## src/rtl/ser_host.sv

```systemverilog
// ser_host - host-side driver for the ser serial transceiver.
//
// Buffers outgoing bytes in a TX FIFO and sequences ser's start_xmt/xmt_done
// handshake one byte per frame. Bytes reported by ser on rcv_done are
// captured into an RX FIFO. Both FIFOs face the core logic as valid/ready
// streams. A watchdog aborts a frame whose xmt_done never arrives.
//
// Optional feature: define SER_HOST_STATS_EN to build the 16-bit tx_count /
// rx_count statistics counters. When it is undefined both ports read 0 and
// no counter flops exist.
//
// Ports:
//   clk, rst_n            system clock, asynchronous active-low reset
//   tx_data/valid/ready   outgoing byte stream (tx_ready = TX FIFO not full)
//   rx_data/valid/ready   received byte stream, first-word fall-through
//   start_xmt, xmt_byte   to ser: level request and the byte, held per frame
//   xmt_done              from ser: high while the current frame is complete
//   rcv_done, rcv_byte    from ser: one-clk pulse with the received byte
//   rx_overrun            sticky: a received byte was dropped on a full FIFO
//   tx_timeout            sticky: a frame was aborted by the watchdog
//   clr_err               clears both sticky flags (a same-cycle set wins)
//   tx_count, rx_count    frames completed / bytes accepted, wrapping

module ser_host #(
  parameter int TX_DEPTH   = 8,
  parameter int RX_DEPTH   = 8,
  parameter int GAP_CYCLES = 20,
  parameter int TIMEOUT    = 4096
) (
  input  logic        clk,
  input  logic        rst_n,
  input  logic [7:0]  tx_data,
  input  logic        tx_valid,
  output logic        tx_ready,
  output logic [7:0]  rx_data,
  output logic        rx_valid,
  input  logic        rx_ready,
  output logic        start_xmt,
  output logic [7:0]  xmt_byte,
  input  logic        xmt_done,
  input  logic        rcv_done,
  input  logic [7:0]  rcv_byte,
  output logic        rx_overrun,
  output logic        tx_timeout,
  input  logic        clr_err,
  output logic [15:0] tx_count,
  output logic [15:0] rx_count
);

  localparam int TX_AW = $clog2(TX_DEPTH);
  localparam int RX_AW = $clog2(RX_DEPTH);
  localparam int WD_W  = $clog2(TIMEOUT);
  localparam int GAP_W = $clog2(GAP_CYCLES);

  localparam logic [TX_AW:0]   TX_FULL  = (TX_AW + 1)'(TX_DEPTH);
  localparam logic [RX_AW:0]   RX_FULL  = (RX_AW + 1)'(RX_DEPTH);
  localparam logic [WD_W-1:0]  WD_LAST  = WD_W'(TIMEOUT - 1);
  // The RELEASE cycle is the first low cycle of the gap, so GAP itself runs
  // GAP_CYCLES-1 cycles. With IDLE and LOAD that puts the next rise exactly
  // GAP_CYCLES+2 cycles after the fall.
  localparam logic [GAP_W-1:0] GAP_LAST = GAP_W'(GAP_CYCLES - 2);

  typedef enum logic [2:0] {
    IDLE,
    LOAD,
    WAIT_DONE,
    RELEASE,
    GAP
  } state_t;

  state_t            state;
  logic [WD_W-1:0]   wd_cnt;
  logic [GAP_W-1:0]  gap_cnt;

  // ---------------------------------------------------------------------
  // TX FIFO
  // ---------------------------------------------------------------------
  logic [7:0]       tx_mem [TX_DEPTH];
  logic [TX_AW-1:0] tx_wr_ptr, tx_rd_ptr;
  logic [TX_AW:0]   tx_cnt;
  logic             tx_push, tx_pop;

  assign tx_ready = (tx_cnt != TX_FULL);
  assign tx_push  = tx_valid & tx_ready;
  assign tx_pop   = (state == IDLE) && (tx_cnt != '0);

  // NOTE: FIFO storage has no reset; the pointers and count alone define
  // which entries are valid, and leaving the array unreset keeps it in RAM.
  always_ff @(posedge clk) begin
    if (tx_push) tx_mem[tx_wr_ptr] <= tx_data;
  end

  always_ff @(posedge clk or negedge rst_n) begin
    if (!rst_n) begin
      tx_wr_ptr <= '0;
      tx_rd_ptr <= '0;
      tx_cnt    <= '0;
    end else begin
      if (tx_push) tx_wr_ptr <= tx_wr_ptr + 1'b1;
      if (tx_pop)  tx_rd_ptr <= tx_rd_ptr + 1'b1;
      if (tx_push && !tx_pop)      tx_cnt <= tx_cnt + 1'b1;
      else if (!tx_push && tx_pop) tx_cnt <= tx_cnt - 1'b1;
    end
  end

  // ---------------------------------------------------------------------
  // RX FIFO and capture path (independent of the TX FSM)
  // ---------------------------------------------------------------------
  logic [7:0]       rx_mem [RX_DEPTH];
  logic [RX_AW-1:0] rx_wr_ptr, rx_rd_ptr;
  logic [RX_AW:0]   rx_cnt;
  logic             rx_full, rx_push, rx_pop, rx_drop;

  assign rx_valid = (rx_cnt != '0);
  assign rx_full  = (rx_cnt == RX_FULL);
  assign rx_data  = rx_mem[rx_rd_ptr];
  assign rx_pop   = rx_valid & rx_ready;
  // A full FIFO still accepts a byte when the host pops in the same cycle.
  assign rx_push  = rcv_done & (~rx_full | rx_pop);
  assign rx_drop  = rcv_done & rx_full & ~rx_pop;

  always_ff @(posedge clk) begin
    if (rx_push) rx_mem[rx_wr_ptr] <= rcv_byte;
  end

  always_ff @(posedge clk or negedge rst_n) begin
    if (!rst_n) begin
      rx_wr_ptr <= '0;
      rx_rd_ptr <= '0;
      rx_cnt    <= '0;
    end else begin
      if (rx_push) rx_wr_ptr <= rx_wr_ptr + 1'b1;
      if (rx_pop)  rx_rd_ptr <= rx_rd_ptr + 1'b1;
      if (rx_push && !rx_pop)      rx_cnt <= rx_cnt + 1'b1;
      else if (!rx_push && rx_pop) rx_cnt <= rx_cnt - 1'b1;
    end
  end

  // ---------------------------------------------------------------------
  // Transmit sequencer
  // ---------------------------------------------------------------------
  logic frame_done, frame_abort;

  assign frame_done  = (state == WAIT_DONE) && xmt_done;
  assign frame_abort = (state == WAIT_DONE) && !xmt_done && (wd_cnt == WD_LAST);

  // NOTE: all state and registered outputs use non-blocking assignments so
  // every flop samples pre-edge values regardless of statement order.
  always_ff @(posedge clk or negedge rst_n) begin
    if (!rst_n) begin
      state     <= IDLE;
      start_xmt <= 1'b0;
      xmt_byte  <= '0;
      wd_cnt    <= '0;
      gap_cnt   <= '0;
    end else begin
      case (state)
        IDLE: begin
          if (tx_pop) begin
            // Byte is loaded a cycle ahead so it is stable when start rises.
            xmt_byte <= tx_mem[tx_rd_ptr];
            state    <= LOAD;
          end
        end
        LOAD: begin
          start_xmt <= 1'b1;
          wd_cnt    <= '0;
          state     <= WAIT_DONE;
        end
        WAIT_DONE: begin
          if (frame_done || frame_abort) begin
            start_xmt <= 1'b0;
            state     <= RELEASE;
          end else begin
            wd_cnt <= wd_cnt + 1'b1;
          end
        end
        RELEASE: begin
          // ser holds xmt_done until it sees start_xmt low.
          if (!xmt_done) begin
            gap_cnt <= '0;
            state   <= GAP;
          end
        end
        GAP: begin
          if (gap_cnt == GAP_LAST) state <= IDLE;
          else                     gap_cnt <= gap_cnt + 1'b1;
        end
        default: begin
          start_xmt <= 1'b0;
          state     <= IDLE;
        end
      endcase
    end
  end

  // ---------------------------------------------------------------------
  // Sticky error flags: a set event outranks clr_err in the same cycle
  // ---------------------------------------------------------------------
  always_ff @(posedge clk or negedge rst_n) begin
    if (!rst_n) begin
      rx_overrun <= 1'b0;
      tx_timeout <= 1'b0;
    end else begin
      if (rx_drop)      rx_overrun <= 1'b1;
      else if (clr_err) rx_overrun <= 1'b0;
      if (frame_abort)  tx_timeout <= 1'b1;
      else if (clr_err) tx_timeout <= 1'b0;
    end
  end

  // ---------------------------------------------------------------------
  // Statistics counters
  // ---------------------------------------------------------------------
`ifdef SER_HOST_STATS_EN
  logic [15:0] tx_count_q, rx_count_q;

  always_ff @(posedge clk or negedge rst_n) begin
    if (!rst_n) begin
      tx_count_q <= '0;
      rx_count_q <= '0;
    end else begin
      if (frame_done) tx_count_q <= tx_count_q + 1'b1;
      if (rx_push)    rx_count_q <= rx_count_q + 1'b1;
    end
  end

  assign tx_count = tx_count_q;
  assign rx_count = rx_count_q;
`else
  assign tx_count = '0;
  assign rx_count = '0;
`endif

endmodule

```

## config.mk

```make
export PLATFORM = sky130hd
export DESIGN_NAME = ser_host
export DESIGN_NICKNAME = d
export VERILOG_FILES = /design/src/rtl/ser_host.sv
export SDC_FILE = /design/constraint.sdc
export NUM_CORES = 1
export LEC_CHECK = 0
export CAP_MARGIN = 0
export CORE_MARGIN = 4
export CORE_UTILIZATION = 32
export CTS_CLUSTER_SIZE = 24
export DETAILED_ROUTE_END_ITERATION = 10
export GPL_ROUTABILITY_DRIVEN = 0
export PLACE_DENSITY = 0.57
export SYNTH_ARGS = -nofsm -noshare
export SYNTH_HDL_FRONTEND = slang
export SYNTH_SLANG_ARGS = --single-unit
```

## constraint.sdc

```tcl
create_clock -name clk -period 3.1 [get_ports clk]
set_clock_uncertainty 0.2 [all_clocks]
set_input_delay 0.465 -clock clk [delete_from_list [all_inputs] [get_ports clk]]
set_output_delay 0.465 -clock clk [all_outputs]
set_load 0.01 [all_outputs]
```

==> out/summary.txt <==
Post-route ant nets: 0
Mux cell area share after synthesis: 0.128
HP Class: input port to asynchronous set/reset pin
Utilization after layout: 0.388
Reg clk slew, reported paths: 0.07 ns
Status: completed
Synth unique cells: 52
Via density: 4.69
Fmax: 336 MHz
Cell depth of the worst setup path: 4
Startpoint Class: register
Yosys warnings: 0
CTS H-tree lvls: 4
Sw Pwr: 2.67 mW
Minimum clock period: 2.97 ns
Vias in the first global route: 4426
Xor/xnor share of the synthesized area: 0.0159
Largest net degree at the start of global routing: 43
Largest family of logic cells by synthesized area: multiplexers
Crit path capture type: primary output
Post-Route WL: 14.9 mm
FF-to-FF End: rx_cnt[3]
Area of the core: 23600 sq um
IO Count: 76
Via count: 4195
Critical-path cell list: buf_12, mux4_2, mux2_2, clkdlybuf4s50_1
Crit path max-delay family: multiplexers
RSZ-0062 raised after global routing: no
Worst-case reg-to-reg path depth: 9
Most used DFF post-synth: edfxtp_1
I/O Buffers: 43
Power share of the clock group: 0.259
First-pass GRT wire length: 23.7 mm
Synth top area share: 0.497
Clk sink count: 179
Largest cells by area after synthesis: edfxtp_1, dfrtp_1, mux4_2, buf_4, ha_1
Top-count cell post-synth: edfxtp_1
Sequential power share: 0.422
Period utilization: 0.959
Clock Root Buffer: clkbuf_16
WP data required: 2.43 ns
WP buf/inv: 2
Critical Path AT: 2.31 ns
Crit path to: rx_data[4]
Slew @ Worst Pin: 1.20 ns
Cell Rows: 56
Slew Limit Fails: 0
Final setup fails: 0
Slowest-stage cell, CP: mux4_2
Gr usage total: 0.117
Initial cell density of the core: 0.327
DRC Markers: 0
DP HPWL: 9.79 mm
R2R Path Start: rx_cnt[0]
Synth Instances: 495
Clock Latency Late Sink: 0.43 ns
Setup TNS: 0 ns
Max-cap violations: 0
Synth top cells by count: edfxtp_1, dfrtp_1, nand2_1
Fin nets: 600
Initial antenna violation count: 0
Cts bufs inserted: 17
Iteration-0 DRC Markers: 297
PwrDens: 917 nW/um^2
Layout area overhead: 18.5%
Post_cts resized: 2
Dominant cell type by area after synthesis: edfxtp_1
Relative slew slack: 0.195
CP startpoint: rx_rd_ptr[0]
Maximum buffer depth of the clock tree: 2
Cts hold-fix bufs: 0
Critical path fanouts, max: 18
Postcts setup bufs: 0
Die ar.: 26700 sq um
Final hold vios: 0
Number of synthesized flops with an enable pin: 128
Simple-gate share of the synthesized area: 0.0752
Async SR Flop Fraction: 0.285
Synth Area in Compound Gates: 0.0448
Synthesized flop and latch total: 179
Share of cells above drive strength 1: 0.193
GRT overflow: 0
Antenna Diode Count: 0
P_int: 5.74 mW
Avg Cell Area, Syn: 15.6 sq um
Die width: 163 microns
Adder-cell share of the synthesized area: 0.0262
Post-Syn Area: 7730 sq um
Peak supply drop: 436 uV
WS Path Type: register to primary output
CTS tree: done
Worst reg2reg setup slack: 0.14 ns
Net Sw Frac: 0.317
Comb power frac: 0.319
Static Leak: 3.29 nW
Avg WL per Cell: 16.6 microns
Die Ht: 163 microns
Sequential area share after synthesis: 0.662
Drt first pass iters: 4
CP peak stage delay: 0.51 ns
-- registers in the layout (all words and copies together), names as in the netlist --
register,cells
rx_mem,64
tx_mem,64
wd_cnt,12
xmt_byte,8
gap_cnt,5
rx_cnt,4
tx_cnt,4
rx_rd_ptr,3
rx_wr_ptr,3
state,3
tx_rd_ptr,3
tx_wr_ptr,3
rx_overrun,1
start_xmt,1
tx_timeout,1
-- final cells by class --
cell class | instances | area, sq um
Fill cell | 2197 | 14400
Sequential cell | 179 | 5120
Multi-Input combinational cell | 286 | 2390
Timing Repair Buffer | 67 | 618
Clock buffer | 18 | 429
Tap cell | 319 | 399
Clock inverter | 14 | 169
Inverter | 11 | 41.3
-- layer usage --
metal	global-route usage	wire (microns)	vias up
li1	-	-	1965
met1	0.135	6210	2126
met2	0.207	7810	87
met3	0.0348	626	17
met4	0.0362	215	0
met5	0	0	-
-- power by group through the flow --
stage | clock network (mW) | logic, mW | registers [mW]
after CTS | 2.23 | 2.71 | 3.56
after global placement | 0 | 2.60 | 3.57
final | 2.18 | 2.68 | 3.55
after floorplan | 0 | 1.92 | 3.40
after detailed placement | 0 | 2.69 | 3.61
after global routing | 2.33 | 2.97 | 3.62
-- stage by stage --
step	instance area, sq um	total power, mW	std cells	hold slack (ns)	worst slack, ns
2_1_floorplan	7850	5.32	526	-0.0306	0.254
3_3_place_gp	8540	6.16	862	0.268	0.141
3_5_place_dp	8540	6.30	862	0.278	0.0164
4_1_cts	9140	8.50	894	0.0494	0.0113
5_1_grt	9170	8.92	894	0.0861	0.0301
6_report	9170	8.41	894	0.00228	0.127
-- logic make-up after synthesis --
logic type,Yosys count
fa+ha+maj,15
simple gates,115
buf+inv,61
flops,179
compound gates,53
xor+xnor,14
other cells,1
mux,57
-- worst min path at each step --
stage                  endpoint  slack (ns)  cells past startpoint
CTS                  gap_cnt[1]        0.05                      1
detailed placement  xmt_byte[2]        0.28                      2
global route        xmt_byte[4]        0.09                      1
finish               gap_cnt[0]       0.002                      1
floorplan            gap_cnt[0]       -0.03                      0
global placement    xmt_byte[7]        0.27                      2
-- cells in the final DEF (no fill, tap or decap), drive strengths merged, types with 13 or more instances in the layout --
cell and count:
buf 25, clkbuf 18, clkdlybuf4s50 42, conb 32, dfrtp 51, edfxtp 128
ha 13, inv 18, mux2 14, mux4 32, nand2 38, nor2 17
nor3 16, o21ai 22
Power figures use the tool's default switching activity.
